`config.mk`:
```
export PLATFORM = sky130hd
export DESIGN_NAME = lockstep_compare
export DESIGN_NICKNAME = d
export VERILOG_FILES = /design/src/rtl/lockstep_pkg.sv /design/src/rtl/lockstep_chan.sv /design/src/rtl/lockstep_compare.sv
export SDC_FILE = /design/constraint.sdc
export NUM_CORES = 1
export LEC_CHECK = 0
export CAP_MARGIN = 20
export CORE_AREA = 2 2 90 92
export DETAILED_ROUTE_END_ITERATION = 10
export DIE_AREA = 0 0 92 94
export HOLD_SLACK_MARGIN = 0.05
export PLACE_DENSITY = 0.83
export REMOVE_ABC_BUFFERS = 1
export SLEW_MARGIN = 25
export SYNTH_ARGS = -nofsm -noshare
export SYNTH_HDL_FRONTEND = slang
export SYNTH_SLANG_ARGS = --single-unit
```
`constraint.sdc`:
```
create_clock -name clock -period 3.8 [get_ports clock]
set_input_delay 0.76 -clock clock [delete_from_list [all_inputs] [get_ports clock]]
set_output_delay 0.76 -clock clock [all_outputs]
set_load 0.005 [all_outputs]
```
`src/rtl/lockstep_pkg.sv`:
```
// Shared types and helpers for the lockstep golden-vs-check comparator.
package lockstep_pkg;

    localparam int unsigned STATE_W = 2;

    typedef enum logic [STATE_W-1:0] {
        ST_IDLE    = 2'd0,
        ST_SETTLE  = 2'd1,
        ST_COMPARE = 2'd2,
        ST_HALT    = 2'd3
    } state_e;

    // Index width for n items, never narrower than one bit.
    function automatic int unsigned clog2_min1(input int unsigned n);
        return (n <= 2) ? 1 : $clog2(n);
    endfunction

endpackage

```
`src/rtl/lockstep_chan.sv`:
```
// One compared channel: masked bus compare, registered mismatch flag and
// saturating mismatch counter.
module lockstep_chan #(
    parameter int unsigned WIDTH = 1,
    parameter int unsigned CNT_W = 8
) (
    input  logic             clock,
    input  logic             reset,
    input  logic             clear,
    input  logic             sample,
    input  logic [WIDTH-1:0] golden,
    input  logic [WIDTH-1:0] check,
    input  logic             mask,
    output logic             mismatch_c,
    output logic             mismatch,
    output logic [CNT_W-1:0] err_count
);

    logic             mismatch_d, mismatch_q;
    logic [CNT_W-1:0] cnt_d, cnt_q;

    assign mismatch_c = !mask && (golden != check);

    always_comb begin
        mismatch_d = mismatch_q;
        cnt_d      = cnt_q;
        if (clear) begin
            mismatch_d = 1'b0;
            cnt_d      = '0;
        end else if (sample) begin
            mismatch_d = mismatch_c;
            if (mismatch_c && (cnt_q != {CNT_W{1'b1}})) begin
                cnt_d = cnt_q + CNT_W'(1);
            end
        end
    end

    always_ff @(posedge clock or posedge reset) begin
        if (reset) begin
            mismatch_q <= 1'b0;
            cnt_q      <= '0;
        end else begin
            mismatch_q <= mismatch_d;
            cnt_q      <= cnt_d;
        end
    end

    assign mismatch  = mismatch_q;
    assign err_count = cnt_q;

endmodule

```
`src/rtl/lockstep_compare.sv`:
```
// Lockstep monitor: arms, waits out a settle window, then compares golden vs
// check buses per channel with sticky fail and first-failure capture.
module lockstep_compare
    import lockstep_pkg::*;
#(
    parameter int unsigned CHANNELS     = 3,
    parameter int unsigned WIDTH        = 1,
    parameter int unsigned SETTLE       = 10,
    parameter int unsigned CNT_W        = 8,
    parameter int unsigned TS_W         = 16,
    parameter bit          STOP_ON_FAIL = 1'b1
) (
    input  logic                                  clock,
    input  logic                                  reset,
    input  logic                                  clock_en,
    input  logic                                  arm,
    input  logic [CHANNELS*WIDTH-1:0]             golden,
    input  logic [CHANNELS*WIDTH-1:0]             check,
    input  logic [CHANNELS-1:0]                   mask,
    output logic [STATE_W-1:0]                    state,
    output logic [CHANNELS-1:0]                   mismatch,
    output logic                                  fail,
    output logic [CHANNELS*CNT_W-1:0]             err_count,
    output logic [clog2_min1(CHANNELS)-1:0]       first_chan,
    output logic [TS_W-1:0]                       first_ts,
    output logic [TS_W-1:0]                       ts
);

    localparam int unsigned FC_W  = clog2_min1(CHANNELS);
    localparam int unsigned SET_W = clog2_min1(SETTLE + 1);

    state_e            state_d, state_q;
    logic [SET_W-1:0]  settle_d, settle_q;
    logic [TS_W-1:0]   ts_d, ts_q;
    logic [TS_W-1:0]   first_ts_d, first_ts_q;
    logic [FC_W-1:0]   first_chan_d, first_chan_q;
    logic              fail_d, fail_q;
    logic              clear_c;
    logic              sample_c;
    logic [CHANNELS-1:0] mm_c;
    logic [FC_W-1:0]   low_idx_c;

    for (genvar g = 0; g < CHANNELS; g++) begin : g_chan
        lockstep_chan #(
            .WIDTH (WIDTH),
            .CNT_W (CNT_W)
        ) u_chan (
            .clock      (clock),
            .reset      (reset),
            .clear      (clear_c),
            .sample     (sample_c),
            .golden     (golden[g*WIDTH +: WIDTH]),
            .check      (check[g*WIDTH +: WIDTH]),
            .mask       (mask[g]),
            .mismatch_c (mm_c[g]),
            .mismatch   (mismatch[g]),
            .err_count  (err_count[g*CNT_W +: CNT_W])
        );
    end

    // Lowest-index mismatching channel wins the first-failure capture.
    always_comb begin
        low_idx_c = '0;
        for (int i = int'(CHANNELS) - 1; i >= 0; i--) begin
            if (mm_c[i]) begin
                low_idx_c = FC_W'(i);
            end
        end
    end

    always_comb begin
        state_d      = state_q;
        settle_d     = settle_q;
        ts_d         = ts_q;
        fail_d       = fail_q;
        first_ts_d   = first_ts_q;
        first_chan_d = first_chan_q;
        clear_c      = 1'b0;
        sample_c     = 1'b0;
        // Arm deassertion outranks any sample taken on the same cycle.
        if (clock_en) begin
            if (!arm) begin
                state_d = ST_IDLE;
            end else begin
                case (state_q)
                    ST_IDLE: begin
                        clear_c      = 1'b1;
                        settle_d     = '0;
                        ts_d         = '0;
                        fail_d       = 1'b0;
                        first_ts_d   = '0;
                        first_chan_d = '0;
                        state_d      = (SETTLE == 0) ? ST_COMPARE : ST_SETTLE;
                    end
                    ST_SETTLE: begin
                        settle_d = settle_q + SET_W'(1);
                        if (settle_q == SET_W'(SETTLE - 1)) begin
                            state_d = ST_COMPARE;
                        end
                    end
                    ST_COMPARE: begin
                        sample_c = 1'b1;
                        if (ts_q != {TS_W{1'b1}}) begin
                            ts_d = ts_q + TS_W'(1);
                        end
                        if (|mm_c) begin
                            fail_d = 1'b1;
                            if (!fail_q) begin
                                first_chan_d = low_idx_c;
                                first_ts_d   = ts_q;
                            end
                            if (STOP_ON_FAIL) begin
                                state_d = ST_HALT;
                            end
                        end
                    end
                    default: ;
                endcase
            end
        end
    end

    always_ff @(posedge clock or posedge reset) begin
        if (reset) begin
            state_q      <= ST_IDLE;
            settle_q     <= '0;
            ts_q         <= '0;
            fail_q       <= 1'b0;
            first_ts_q   <= '0;
            first_chan_q <= '0;
        end else begin
            state_q      <= state_d;
            settle_q     <= settle_d;
            ts_q         <= ts_d;
            fail_q       <= fail_d;
            first_ts_q   <= first_ts_d;
            first_chan_q <= first_chan_d;
        end
    end

    assign state      = state_q;
    assign fail       = fail_q;
    assign ts         = ts_q;
    assign first_ts   = first_ts_q;
    assign first_chan = first_chan_q;

endmodule

```
==> results of run 1 <==
[power by group]
group	switching, mW	internal [mW]	total (mW)	leakage [nW]
clock	0.275	0.387	0.662	0.107
sequential	0.176	0.841	1.02	0.909
combinational	0.366	0.353	0.719	0.969
total	0.816	1.58	2.40	1.98
[registers in the layout, summed over array words and instances, names as in the netlist]
| signal | cells |
|---|---|
| g_chan.u_chan.mismatch | 3 |
| settle_q | 4 |
| fail | 1 |
| ts | 16 |
| state | 2 |
| first_ts | 16 |
| first_chan | 2 |
| g_chan.u_chan.err_count | 24 |
[metal layers]
layer	part of all wire (%)	vias up	GRT usage (%)
li1	-	1599	-
met1	44	1709	32.6
met2	49	126	36.7
met3	5.7	13	3.85
met4	1.6	0	9.33
met5	0	-	0
[cell families (layout without fill, tap and decap cells)]
| group | Yosys count | count (layout) | synth area share, % |
|---|---|---|---|
| xor gates and xnor gates | 4 | 4 | 1.15 |
| AOI/OAI and AO/OA | 114 | 114 | 23.6 |
| and+or+nand+nor | 129 | 129 | 18.9 |
| buffers and inverters | 45 | 122 | 5.81 |
| muxes | 6 | 6 | 1.62 |
| adders and majority gates | 9 | 9 | 3.04 |
| DFF | 68 | 68 | 45.9 |
[per-stage QoR]
stage | util, % | area, sq um | setup WS (ns)
floorplan | - | 3570 | 1.22
global placement | 59.4 | 4520 | 0.866
detailed placement | 59.4 | 4520 | 0.773
CTS | 62.3 | 4740 | 1.05
global route | 62.3 | 4740 | 0.777
finish | 62.3 | 4740 | 1.01
[placed cells by master, fill, tap and decap left out, types with 5 or more instances in the layout]
master,count
a21oi_1,17
clkbuf_8,10
or3_1,6
a31oi_1,5
nor2_1,9
o311ai_0,6
or4_1,7
mux2i_1,6
nor3_1,5
o211ai_1,12
clkdlybuf4s50_1,76
nand2_1,35
dfrtp_1,68
ha_1,9
o21ai_0,19
nor4_1,9
buf_4,8
a32o_1,8
o41ai_1,7
nand2b_1,7
and3_1,5
nand3_1,25
a32o_2,10
nand4_1,10
inv_1,20
[how the worst max path moves through the flow]
stage / from / end / slack (ns) / cells past startpoint
floorplan: state[0] / first_ts[0] / 1.22 / 5
global placement: arm / g_chan[1].u_chan.err_count[3] / 0.87 / 5
detailed placement: arm / g_chan[1].u_chan.err_count[4] / 0.77 / 5
CTS: state[0] / g_chan[1].u_chan.err_count[4] / 1.05 / 6
global route: state[0] / g_chan[1].u_chan.err_count[4] / 0.78 / 6
finish: state[0] / g_chan[1].u_chan.err_count[4] / 1.01 / 6
[tightest hold or removal path: cells and delay by family, from the launching register on]
kind / cells / cell delay, ns
flops: 1 / 0.35
compound gates: 1 / 0.06
simple gates: 1 / 0.05
[final cells by class]
cell class                      count  area (sq um)
Fill cell                         619          2870
Timing Repair Buffer               84           821
Multi-Input combinational cell    262          1790
Tap cell                          102           128
Clock buffer                       12           145
Sequential cell                    68          1700
Clock inverter                      4          72.6
Inverter                           22          82.6
==> results.toml, run 1 <==
[outcome]
outcome = "complete, no violations"

[sta]
finalHoldViolCount = 0
worstMarginPinSlew_ns = 0.898
setup-violations-final = 0
tns_ns = 0
slew_headroom_pct = 39.8
fmax_mhz = 358
layout_min_cycle_time_ns = 2.79
timing.hold.ws_ns = 0.487
layout_worst_path_cycle_share_pct = 73.4
rsz0062_at_grt = "no"
slew_viol_final = 0
skew_ns = 0.00874

[synthesis]
synth-edff-count = 0
synthDistinctLibCells = 58
synth_top_cells_by_count = "68 x dfrtp_1, 35 x nand2_1, 25 x nand3_1"
yosysMostFrequentCell = "dfrtp_1"
yosysSeqAreaShare_pct = 45.9
syn_area_sq_mm = 0.00371
yosysTopAreaCellShare_pct = 45.9
synth_area_leaders = "dfrtp_1 46%, nand2_1 3.5%, nand3_1 3.4%"
yosysTopAreaCell = "dfrtp_1"
synth-seq-cells = 68
synth_async_sr_flop_share_pct = 100
syn_avg_cell_area_sq_um = 9.88
ys.flop_type = "dfrtp_1"
syn_inst = 375
yosysWarnings = 0

[worst_hold_path]
hp-class = "register to register"
hold_start = "g_chan[0].u_chan.mismatch"
min_delay_path_depth = 2
min_to = "g_chan[0].u_chan.mismatch"

[clock_network]
cts_hold_buf = 0
cts_buffers = 9
clock-sinks = 68
htree_levels = 3
clk_path_buf_depth = 2
insertion_delay_ns = 0.35
cts_tree = "yes"
cts_setup_buffers = 0
cts-resized-gates = 0
clockRootBuffer = "clkbuf_8"
clk_pin_slew_ns = 0.07

[route]
wl_per_cell_microns = 17.5
firstDrtPassIters = 5
drtAntennaViolNets = 0
avgViaCountPerCell = 6.22
drc = 0
wirelength_mm = 9.70
drt-initial-drc-count = 238
vias = 3447

[floorplanning]
fp.coreArea_sq_mm = 0.00761
die_w_microns = 92
die-area_sq_mm = 0.00865
rows = 32
io_pins = 77
fp.dieH_microns = 94
initial_utilization_pct = 48.7

[worst_setup_path]
r2r_slack_ns = 1.01
r2r-end = "g_chan[1].u_chan.err_count[4]"
startpoint_type = "register"
cp.arrival_ns = 3.06
path_class = "register to register"
worstRegToRegCells = 6
r2r-start = "state[0]"
cp_max_fo = 16
endpoint_kind = "register"
slowest_stage = "or4_1"
cp_top_family = "simple AND/OR/NAND/NOR gates"
max_stage_delay_ns = 0.58
path_buf_inv = 1
required_ns = 4.07
cp_cell_sequence = "inv_1 > ha_1 > o211a_1 > nand3_1 > or4_1 > a21oi_1"

[final_layout]
finalNonFillerCells = 554
num_antenna_cells = 0
nNetsFinal = 469
drive_gt1_share_pct = 9.29
syn_to_final_growth_pct = 27.9

[global_route]
antenna_found_initial = 0
grt_max_degree = 35
grt_pass1_wl_mm = 16.2
globalRouteTotalUtil_pct = 23.4
grt.overflow.total = 0
grt_pass1_vias = 3291

[placement]
dp_hpwl_mm = 6.60
dp_cells = 538
port_buffers = 76
place.gp.congestion = 0.830

[power_and_ir_drop]
power.total_mw = 2.40
power.density_mw_per_mm2 = 506
ir_drop_mv = 0.315
p_leak_nw = 1.98

[flow_run]
cap_violations = 0
Note: power is estimated with default switching activity, not from simulation.
==> run 2, diff against run 1 <==
Clock period 3.8 ns to 2.7 ns, I/O delays scaled along.
==> results.toml, run 2 (synthesis gave the netlist of run 1 again) <==
[outcome]
outcome = "complete, no violations"

[clock_network]
htree_levels = 3
clockRootBuffer = "clkbuf_8"
cts_setup_buffers = 0
cts-resized-gates = 0
insertion_delay_ns = 0.34
cts_buffers = 9
clk_pin_slew_ns = 0.08
clk_path_buf_depth = 2
cts_hold_buf = 0
cts_tree = "yes"
clock-sinks = 68

[worst_setup_path]
endpoint_kind = "register"
cp_max_fo = 26
startpoint = "state[0]"
startpoint_type = "register"
max_stage_delay_ns = 0.43
cp.arrival_ns = 2.64
required_ns = 2.97
slowest_stage = "or4_1"
path_class = "register to register"
r2r-start = "state[0]"
cp_cell_sequence = "inv_1 > ha_1 > o211a_1 > buf_4 > nand4_1 > or4_1 > a21oi_1"

[power_and_ir_drop]
p_seq_share_pct = 44.9
comb_power_share_pct = 33.2
power.total_mw = 3.17
power.density_mw_per_mm2 = 665
p_clk_share_pct = 22.0
switching_power_mw = 1.13
swShare_pct = 35.6
internal-power_mw = 2.04
ir_drop_mv = 0.494
p_leak_nw = 2.01

[floorplanning]
die_w_microns = 92
io_pins = 77
fp.coreArea_sq_mm = 0.00761
fp.dieH_microns = 94
rows = 32
initial_utilization_pct = 48.7
die-area_sq_mm = 0.00865

[sta]
layout_min_cycle_time_ns = 2.37
rsz0062_at_grt = "no"
tns_ns = 0
worstMarginPinSlew_ns = 1.01
fin_ws_ns = 0.327
fmax_mhz = 421
finalHoldViolCount = 0
skew_ns = 0.00816
setup-violations-final = 0
slew_viol_final = 0
layout_worst_path_cycle_share_pct = 87.9
slew_headroom_pct = 32.6
timing.hold.ws_ns = 0.484

[placement]
place_area_sq_mm = 0.00461
dp_slack_ns = 0.0319
dp_hpwl_mm = 6.69
port_buffers = 76
place.gp.congestion = 0.830

[final_layout]
syn_to_final_growth_pct = 28.6
largest_reg_flops = 24
num_antenna_cells = 0
drive_gt1_share_pct = 10.7
nNetsFinal = 478
fill_cells = 639
fin_area_sq_mm = 0.00476
final_common_cell = "clkdlybuf4s50_1"
layout_common_cells = "76 x clkdlybuf4s50_1, 68 x dfrtp_1, 35 x nand2_1"

[route]
firstDrtPassIters = 5
wirelength_mm = 9.38
drt-initial-drc-count = 237
wl_per_cell_microns = 16.7
avgViaCountPerCell = 6.14
vias = 3451
drc = 0
drtAntennaViolNets = 0

[global_route]
grt_pass1_wl_mm = 15.8
antenna_found_initial = 0
grt.overflow.total = 0
grt_max_degree = 37
globalRouteTotalUtil_pct = 22.6
grt_pass1_vias = 3308

[worst_hold_path]
hp-class = "input pin to async pin"

[flow_run]
cap_violations = 0
==> run 2: cell count changes in the layout (fill, tap and decap cells not counted) <==
cell / before / now
buf_4: 8 / 15
buf_12: 0 / 2
bufinv_16: 2 / 0
clkinv_2: 1 / 3
clkbuf_1: 2 / 3
clkbuf_8: 10 / 9
clkinvlp_4: 1 / 0
==> run 2: per-stage QoR <==
stage	utilization, %	cells
floorplan	-	352
global placement	60.7	547
detailed placement	60.7	547
CTS	62.6	562
global route	62.6	562
finish	62.6	562
==> run 2: critical path: cells and delay by family, from the launching register on <==
kind | cells | cell delay [ns]
simple gates | 2 | 0.63
compound gates | 2 | 0.45
buf+inv | 2 | 0.42
flops | 1 | 0.40
fa+ha+maj | 1 | 0.39
==> run 2: routing by layer <==
metal | track usage [%] | share of wire [%]
met5 | 0 | 0
met4 | 9.58 | 1.8
met3 | 3.29 | 4.4
met2 | 36.2 | 49
met1 | 30.9 | 45
==> run 2: layout make-up <==
| type | instances | area [sq um] | area share [%] |
|---|---|---|---|
| clock buffers | 12 | 135 | 2.84 |
| flip-flops and latches | 68 | 1700 | 35.7 |
| repair buffers | 93 | 913 | 19.2 |
| multi-input cells | 262 | 1790 | 37.6 |
| clock inverters | 3 | 15.0 | 0.315 |
| well taps | 102 | 128 | 2.68 |
| inverters | 22 | 82.6 | 1.73 |
==> run 2: path summary, 6_finish.rpt <==
kind / endpoint / slack [ns] / depth (start not counted)
min in group clock: g_chan[2].u_chan.mismatch / 0.49 / 1
worst min-delay path: g_chan[1].u_chan.err_count[3] / 0.48 / 2
max in group asynchronous: first_ts[2] / 1.64 / 3
worst max register to register: g_chan[2].u_chan.err_count[7] / 0.33 / 7
worst min register to register: g_chan[2].u_chan.mismatch / 0.49 / 1
worst max-delay path: g_chan[2].u_chan.err_count[7] / 0.33 / 7
==> run 2: power groups by stage <==
stage	Sequential (mW)	Combinational, mW	Clock, mW
floorplan	1.40	0.510	0
global placement	1.43	1.01	0
detailed placement	1.44	1.05	0
CTS	1.42	1.05	0.705
global route	1.45	1.16	0.751
finish	1.42	1.05	0.696
